**config.mk**
```make
export PLATFORM = sky130hd
export DESIGN_NAME = alu_sub_seq
export DESIGN_NICKNAME = d
export VERILOG_FILES = /design/src/rtl/alu_sub_seq.sv
export SDC_FILE = /design/constraint.sdc
export NUM_CORES = 1
export LEC_CHECK = 0
export ABC_AREA = 1
export BUFFER_PORTS_ARGS = -buffer_cell sky130_fd_sc_hd__buf_2
export CAP_MARGIN = 25
export CORE_ASPECT_RATIO = 1.4
export CORE_MARGIN = 5
export CORE_UTILIZATION = 30
export DETAILED_ROUTE_END_ITERATION = 8
export GPL_ROUTABILITY_DRIVEN = 0
export PLACE_DENSITY = 0.61
export SETUP_SLACK_MARGIN = 0.5
export SLEW_MARGIN = 25
export SYNTH_ARGS = -nofsm -noshare
export SYNTH_HDL_FRONTEND = slang
export SYNTH_SLANG_ARGS = --single-unit
```
**constraint.sdc**
```tcl
create_clock -name i_clk -period 1.8 [get_ports i_clk]
set_clock_uncertainty 0.05 [all_clocks]
set_input_delay 0.36 -clock i_clk [delete_from_list [all_inputs] [get_ports i_clk]]
set_output_delay 0.36 -clock i_clk [all_outputs]
set_load 0.05 [all_outputs]
```
**src/rtl/alu_sub_seq.sv**
```systemverilog
// Multi-word subtract sequencer: walks the operand words LSB-first through an
// external single-word ALU, chaining the borrow and committing the full result.
module alu_sub_seq #(
  parameter int BITS  = 8,
  parameter int WORDS = 4
) (
  input  logic                  i_clk,
  input  logic                  i_rst_n,
  input  logic                  i_start,
  input  logic [BITS*WORDS-1:0] i_a,
  input  logic [BITS*WORDS-1:0] i_b,
  input  logic                  i_carry,
  input  logic                  i_abort,
  output logic                  o_busy,
  output logic                  o_done,
  output logic [BITS*WORDS-1:0] o_result,
  output logic                  o_carry,
  output logic                  o_zero,
  output logic [BITS-1:0]       o_alu_a,
  output logic [BITS-1:0]       o_alu_b,
  output logic                  o_alu_carry,
  input  logic [BITS-1:0]       i_alu_sub,
  input  logic                  i_alu_carry
);
  localparam int IW = (WORDS > 1) ? $clog2(WORDS) : 1;

  typedef enum logic [1:0] {IDLE, RUN, DONE} state_t;

  state_t                      state;
  logic [IW-1:0]               idx;
  logic [WORDS-1:0][BITS-1:0]  a_q, b_q, shadow, shadow_nxt;
  logic                        crr;
  logic                        last;

  assign last = (idx == IW'(WORDS - 1));

  // Shadow as it will look after this edge, so the last word commits on the same edge.
  always_comb begin
    shadow_nxt      = shadow;
    shadow_nxt[idx] = i_alu_sub;
  end

  assign o_busy      = (state == RUN);
  assign o_done      = (state == DONE);
  assign o_alu_a     = o_busy ? a_q[idx] : '0;
  assign o_alu_b     = o_busy ? b_q[idx] : '0;
  assign o_alu_carry = o_busy & crr;

  always_ff @(posedge i_clk or negedge i_rst_n) begin
    if (!i_rst_n) begin
      state    <= IDLE;
      idx      <= '0;
      crr      <= 1'b0;
      a_q      <= '0;
      b_q      <= '0;
      shadow   <= '0;
      o_result <= '0;
      o_carry  <= 1'b0;
      o_zero   <= 1'b1;
    end else begin
      case (state)
        IDLE, DONE: begin
          if (i_start) begin
            a_q   <= i_a;
            b_q   <= i_b;
            crr   <= i_carry;
            idx   <= '0;
            state <= RUN;
          end else begin
            state <= IDLE;
          end
        end
        RUN: begin
          if (i_abort) begin
            // Partial words are thrown away; committed outputs stay untouched.
            state  <= IDLE;
            idx    <= '0;
            crr    <= 1'b0;
            shadow <= '0;
          end else begin
            shadow <= shadow_nxt;
            crr    <= i_alu_carry;
            if (last) begin
              idx      <= '0;
              state    <= DONE;
              o_result <= shadow_nxt;
              o_carry  <= i_alu_carry;
              o_zero   <= (shadow_nxt == '0);
            end else begin
              idx <= idx + IW'(1);
            end
          end
        end
        default: state <= IDLE;
      endcase
    end
  end
endmodule

```
==> impl_metrics.prom <==
# TYPE chip_impl_metric gauge
chip_impl_info{name="status",value="finished, violations left"} 1
chip_impl_info{name="failing_checks",value="setup timing"} 1
chip_impl_metric{name="dpl.hpwl",unit="µm"} 12570
chip_impl_metric{name="grt_first_pass_wirelength",unit="µm"} 32340
chip_impl_metric{name="detailedRoute.firstPassIterationCount",unit=""} 4
chip_impl_info{name="most_frequent_standard_cell_in_the_layout_excluding_fill_and_tap_cells",value="sky130_fd_sc_hd__dfrtp_1"} 1
chip_impl_info{name="worstReg2RegEnd",value="o_result[24]"} 1
chip_impl_metric{name="postRouteWirelength",unit="µm"} 21720
chip_impl_metric{name="mappedNetlistNets",unit=""} 744
chip_impl_metric{name="overall_routing_resource_usage",unit="%"} 17.08
chip_impl_metric{name="maxSlewViolCount",unit=""} 0
chip_impl_info{name="worst_hold_path.endpoint",value="a_q[14]"} 1
chip_impl_metric{name="final.hold.worst_slack",unit="ns"} 0.1175
chip_impl_metric{name="max_freq",unit="MHz"} 474.3
chip_impl_metric{name="dieHeight",unit="µm"} 180.8
chip_impl_metric{name="grt_use_met2",unit="%"} 31.27
chip_impl_metric{name="summed_instance_area_of_the_synthesized_netlist",unit="µm²"} 6253
chip_impl_metric{name="power.ir.vdd_worst",unit="V"} 0.0008031
chip_impl_metric{name="placement_rows",unit=""} 62
chip_impl_info{name="hp-start",value="i_a[14]"} 1
chip_impl_metric{name="syn_inst",unit=""} 661
chip_impl_metric{name="comb_power_share",unit="%"} 51.2
chip_impl_metric{name="coreArea",unit="µm²"} 20560
chip_impl_info{name="rsz0062_at_grt",value="true"} 1
chip_impl_metric{name="setup_viol",unit=""} 86
chip_impl_info{name="start_kind",value="register"} 1
chip_impl_metric{name="timing.critical_path.arrival",unit="ns"} 1.70
chip_impl_metric{name="clock_insertion_delay_worst_skew",unit="ns"} 0.42
chip_impl_metric{name="start_util",unit="%"} 30.42
chip_impl_info{name="layout_common_cells",value="sky130_fd_sc_hd__dfrtp_1, sky130_fd_sc_hd__nand2_1, sky130_fd_sc_hd__nor2_1, sky130_fd_sc_hd__buf_4, sky130_fd_sc_hd__buf_2"} 1
chip_impl_metric{name="inserted_clock_buffers",unit=""} 17
chip_impl_metric{name="routed-via-count",unit=""} 5669
chip_impl_metric{name="timing.max_cap.violations",unit=""} 0
chip_impl_metric{name="flow.area_growth_from_synthesis",unit="%"} 78.21
chip_impl_info{name="tritoncts",value="yes"} 1
chip_impl_metric{name="fin_crit_sh",unit="%"} 117.1
chip_impl_metric{name="drcViolationCount",unit=""} 0
chip_impl_metric{name="max-clock-path-buffers",unit=""} 2
chip_impl_info{name="gr-max-usage-layer",value="met2"} 1
chip_impl_metric{name="asr_flop_ratio_synth",unit="%"} 100.0
chip_impl_metric{name="avgSynthCellArea",unit="µm²"} 9.461
chip_impl_metric{name="vias_per_cell",unit=""} 4.748
chip_impl_info{name="synth_ff_type",value="sky130_fd_sc_hd__dfrtp_1"} 1
chip_impl_metric{name="routedWlPerCell",unit="µm"} 18.19
chip_impl_info{name="cts.root.buffer_cell",value="sky130_fd_sc_hd__clkbuf_16"} 1
chip_impl_metric{name="dpl_cell_area",unit="µm²"} 7869
chip_impl_metric{name="clk_transition_reported_paths",unit="ns"} 0.06
chip_impl_info{name="reg2reg_from",value="state[0]"} 1
chip_impl_metric{name="top_level_ports",unit=""} 131
chip_impl_metric{name="synth_sequential_area_ratio",unit="%"} 54.04
chip_impl_metric{name="drive_above_1_share",unit="%"} 61.19
chip_impl_info{name="timing.setup.critical_path_class",value="register to primary output"} 1
chip_impl_metric{name="synth-edff-count",unit=""} 0
chip_impl_metric{name="final_core_util",unit="%"} 54.21
chip_impl_metric{name="gr-usage-met1",unit="%"} 18.99
chip_impl_metric{name="die_area",unit="µm²"} 23870
chip_impl_metric{name="die_x",unit="µm"} 132.0
chip_impl_metric{name="switching_share",unit="%"} 38.29
chip_impl_info{name="min_path_type",value="primary input to register"} 1
chip_impl_metric{name="slew_headroom",unit="%"} 68.66
chip_impl_metric{name="hold_viol_final",unit=""} 0
chip_impl_metric{name="crit_required",unit="ns"} 1.39
chip_impl_metric{name="drt_iter0_markers",unit=""} 233
chip_impl_metric{name="grt_antenna_before_repair",unit=""} 1
chip_impl_metric{name="fin_area",unit="µm²"} 11140
chip_impl_metric{name="power_density_over_cell_area",unit="nW/µm²"} 1503
chip_impl_metric{name="ctsHtreeMaxLevel",unit=""} 4
chip_impl_metric{name="part_of_the_total_power_dissipated_in_the_clock_network",unit="%"} 22.9
chip_impl_metric{name="whs_path_depth",unit=""} 2
chip_impl_metric{name="gr-total-overflow",unit=""} 0
chip_impl_metric{name="fin_ws",unit="ns"} -0.3085
chip_impl_metric{name="rr_worst_depth",unit=""} 14
chip_impl_metric{name="detail-route-antenna-nets",unit=""} 0
chip_impl_metric{name="ys_types",unit=""} 24
chip_impl_metric{name="crit_path_max_fanout",unit=""} 12
chip_impl_metric{name="nets",unit=""} 1008
chip_impl_metric{name="r2r_slack",unit="ns"} -0.23
chip_impl_metric{name="cts_num_sinks",unit=""} 135
chip_impl_metric{name="p_int",unit="mW"} 10.34
chip_impl_metric{name="worst_slew_pin_slew",unit="ns"} 0.4701
chip_impl_metric{name="power.share.sequential",unit="%"} 25.9
chip_impl_metric{name="antenna_diode_count",unit=""} 0
chip_impl_metric{name="synth-seq-cells",unit=""} 135
chip_impl_metric{name="power_leakage",unit="nW"} 5.462
chip_impl_info{name="critical_path.endpoint_type",value="primary output"} 1
chip_impl_metric{name="grt_max_degree",unit=""} 46
chip_impl_metric{name="grt_pass1_vias",unit=""} 5880
chip_impl_metric{name="power.switching",unit="mW"} 6.414
chip_impl_metric{name="grt.met3_usage",unit="%"} 3.283
chip_impl_metric{name="yosys_warnings",unit=""} 0
chip_impl_metric{name="io_buffer_count",unit=""} 130
chip_impl_metric{name="finalWorstPathRequiredPeriod",unit="ns"} 2.108
[cell families (layout without fill, tap and decap cells)]
group                    count (synthesis)  after routing  share of synthesized area [%]
AND/OR/NAND/NOR                        248            249                          15.49
flip-flops                             135            135                          54.04
AO/OA/AOI/OAI                          121            121                          11.18
buffers and inverters                   88            364                          6.763
multiplexers                            64             64                          11.52
adder cells (fa/ha/maj)                  5              5                          1.000
[critical path, stage by stage, from the launching register on]
cell	delay, ns
sky130_fd_sc_hd__dfrtp_1	0.38
sky130_fd_sc_hd__buf_6	0.15
sky130_fd_sc_hd__buf_12	0.14
sky130_fd_sc_hd__nor2_1	0.06
sky130_fd_sc_hd__nor2_1	0.12
sky130_fd_sc_hd__o21ai_1	0.12
sky130_fd_sc_hd__a21oi_4	0.14
sky130_fd_sc_hd__buf_6	0.17
[state kept, by name, indices dropped and copies added (netlist names)]
register  cells
b_q          32
o_zero        1
crr           1
o_result     32
o_carry       1
a_q          32
shadow       32
state         2
idx           2
[synthesized netlist by cell type (2+ instances only)]
cell type | instances | area (µm²)
sky130_fd_sc_hd__mux2_2 | 64 | 720.7
sky130_fd_sc_hd__inv_2 | 2 | 7.510
sky130_fd_sc_hd__buf_4 | 5 | 37.54
sky130_fd_sc_hd__o21ai_1 | 4 | 20.02
sky130_fd_sc_hd__nand3_1 | 5 | 25.02
sky130_fd_sc_hd__ha_1 | 5 | 62.56
sky130_fd_sc_hd__a21oi_1 | 16 | 80.08
sky130_fd_sc_hd__nand2_1 | 158 | 593.1
sky130_fd_sc_hd__buf_6 | 7 | 78.83
sky130_fd_sc_hd__inv_1 | 50 | 187.7
sky130_fd_sc_hd__o21ai_2 | 21 | 183.9
sky130_fd_sc_hd__o21ai_0 | 69 | 345.3
sky130_fd_sc_hd__dfrtp_1 | 134 | 3353
sky130_fd_sc_hd__buf_2 | 15 | 75.07
sky130_fd_sc_hd__o22ai_1 | 10 | 62.56
sky130_fd_sc_hd__clkbuf_1 | 7 | 26.28
sky130_fd_sc_hd__nor2_1 | 82 | 307.8
[worst max-delay path by stage]
| stage | from | to |
|---|---|---|
| global placement | idx[1] | o_zero |
| global route | idx[0] | o_alu_a[6] |
| finish | idx[0] | o_alu_b[2] |
| floorplan | idx[0] | o_alu_a[4] |
| detailed placement | idx[1] | o_zero |
| CTS | idx[0] | o_alu_b[1] |
[routing by layer]
layer	vias to the layer above	wire length, µm
li1	2694	-
met1	2812	8195
met2	124	12070
met3	37	790
met4	2	651
met5	-	13
[repair_timing]
item,CTS,global route
pin swaps,24,23
endpoints found under the setup margin,187,188
cloned,15,7
hold buffers,1,0
hold endpoints to repair,40,0
setup buffers,51,20
resized for setup,329,124
[power groups by stage]
stage	combinational (mW)	sequential, mW	clock (mW)
2_1_floorplan	3.63	4.88	0
4_1_cts	7.68	4.30	3.90
3_5_place_dp	5.79	4.28	0
3_3_place_gp	5.73	4.26	0
5_1_grt	9.11	4.43	4.01
6_report	8.57	4.34	3.84
[stage by stage]
| stage | setup slack (ns) | cells | power, mW | setup TNS (ns) |
|---|---|---|---|---|
| 2_1_floorplan | 0.1140 | 661 | 8.505 | 0 |
| 5_1_grt | -0.3908 | 1194 | 17.55 | -18.41 |
| 4_1_cts | -0.3062 | 1167 | 15.87 | -6.722 |
| 6_report | -0.3085 | 1194 | 16.75 | -12.49 |
| 3_3_place_gp | 0.02491 | 1068 | 9.984 | 0 |
| 3_5_place_dp | 0.02341 | 1068 | 10.06 | 0 |
[final cells by class]
type,count,area [µm²]
repair inverters,1,11.26
repair buffers,278,2882
clock buffers,25,505.5
fillers,1711,9413
clock inverters,7,138.9
flip-flops and latches,135,3379
inverters,53,241.5
multi-input cells,439,3666
well taps,256,320.3
No activity file was read; power rests on OpenSTA's default activity.
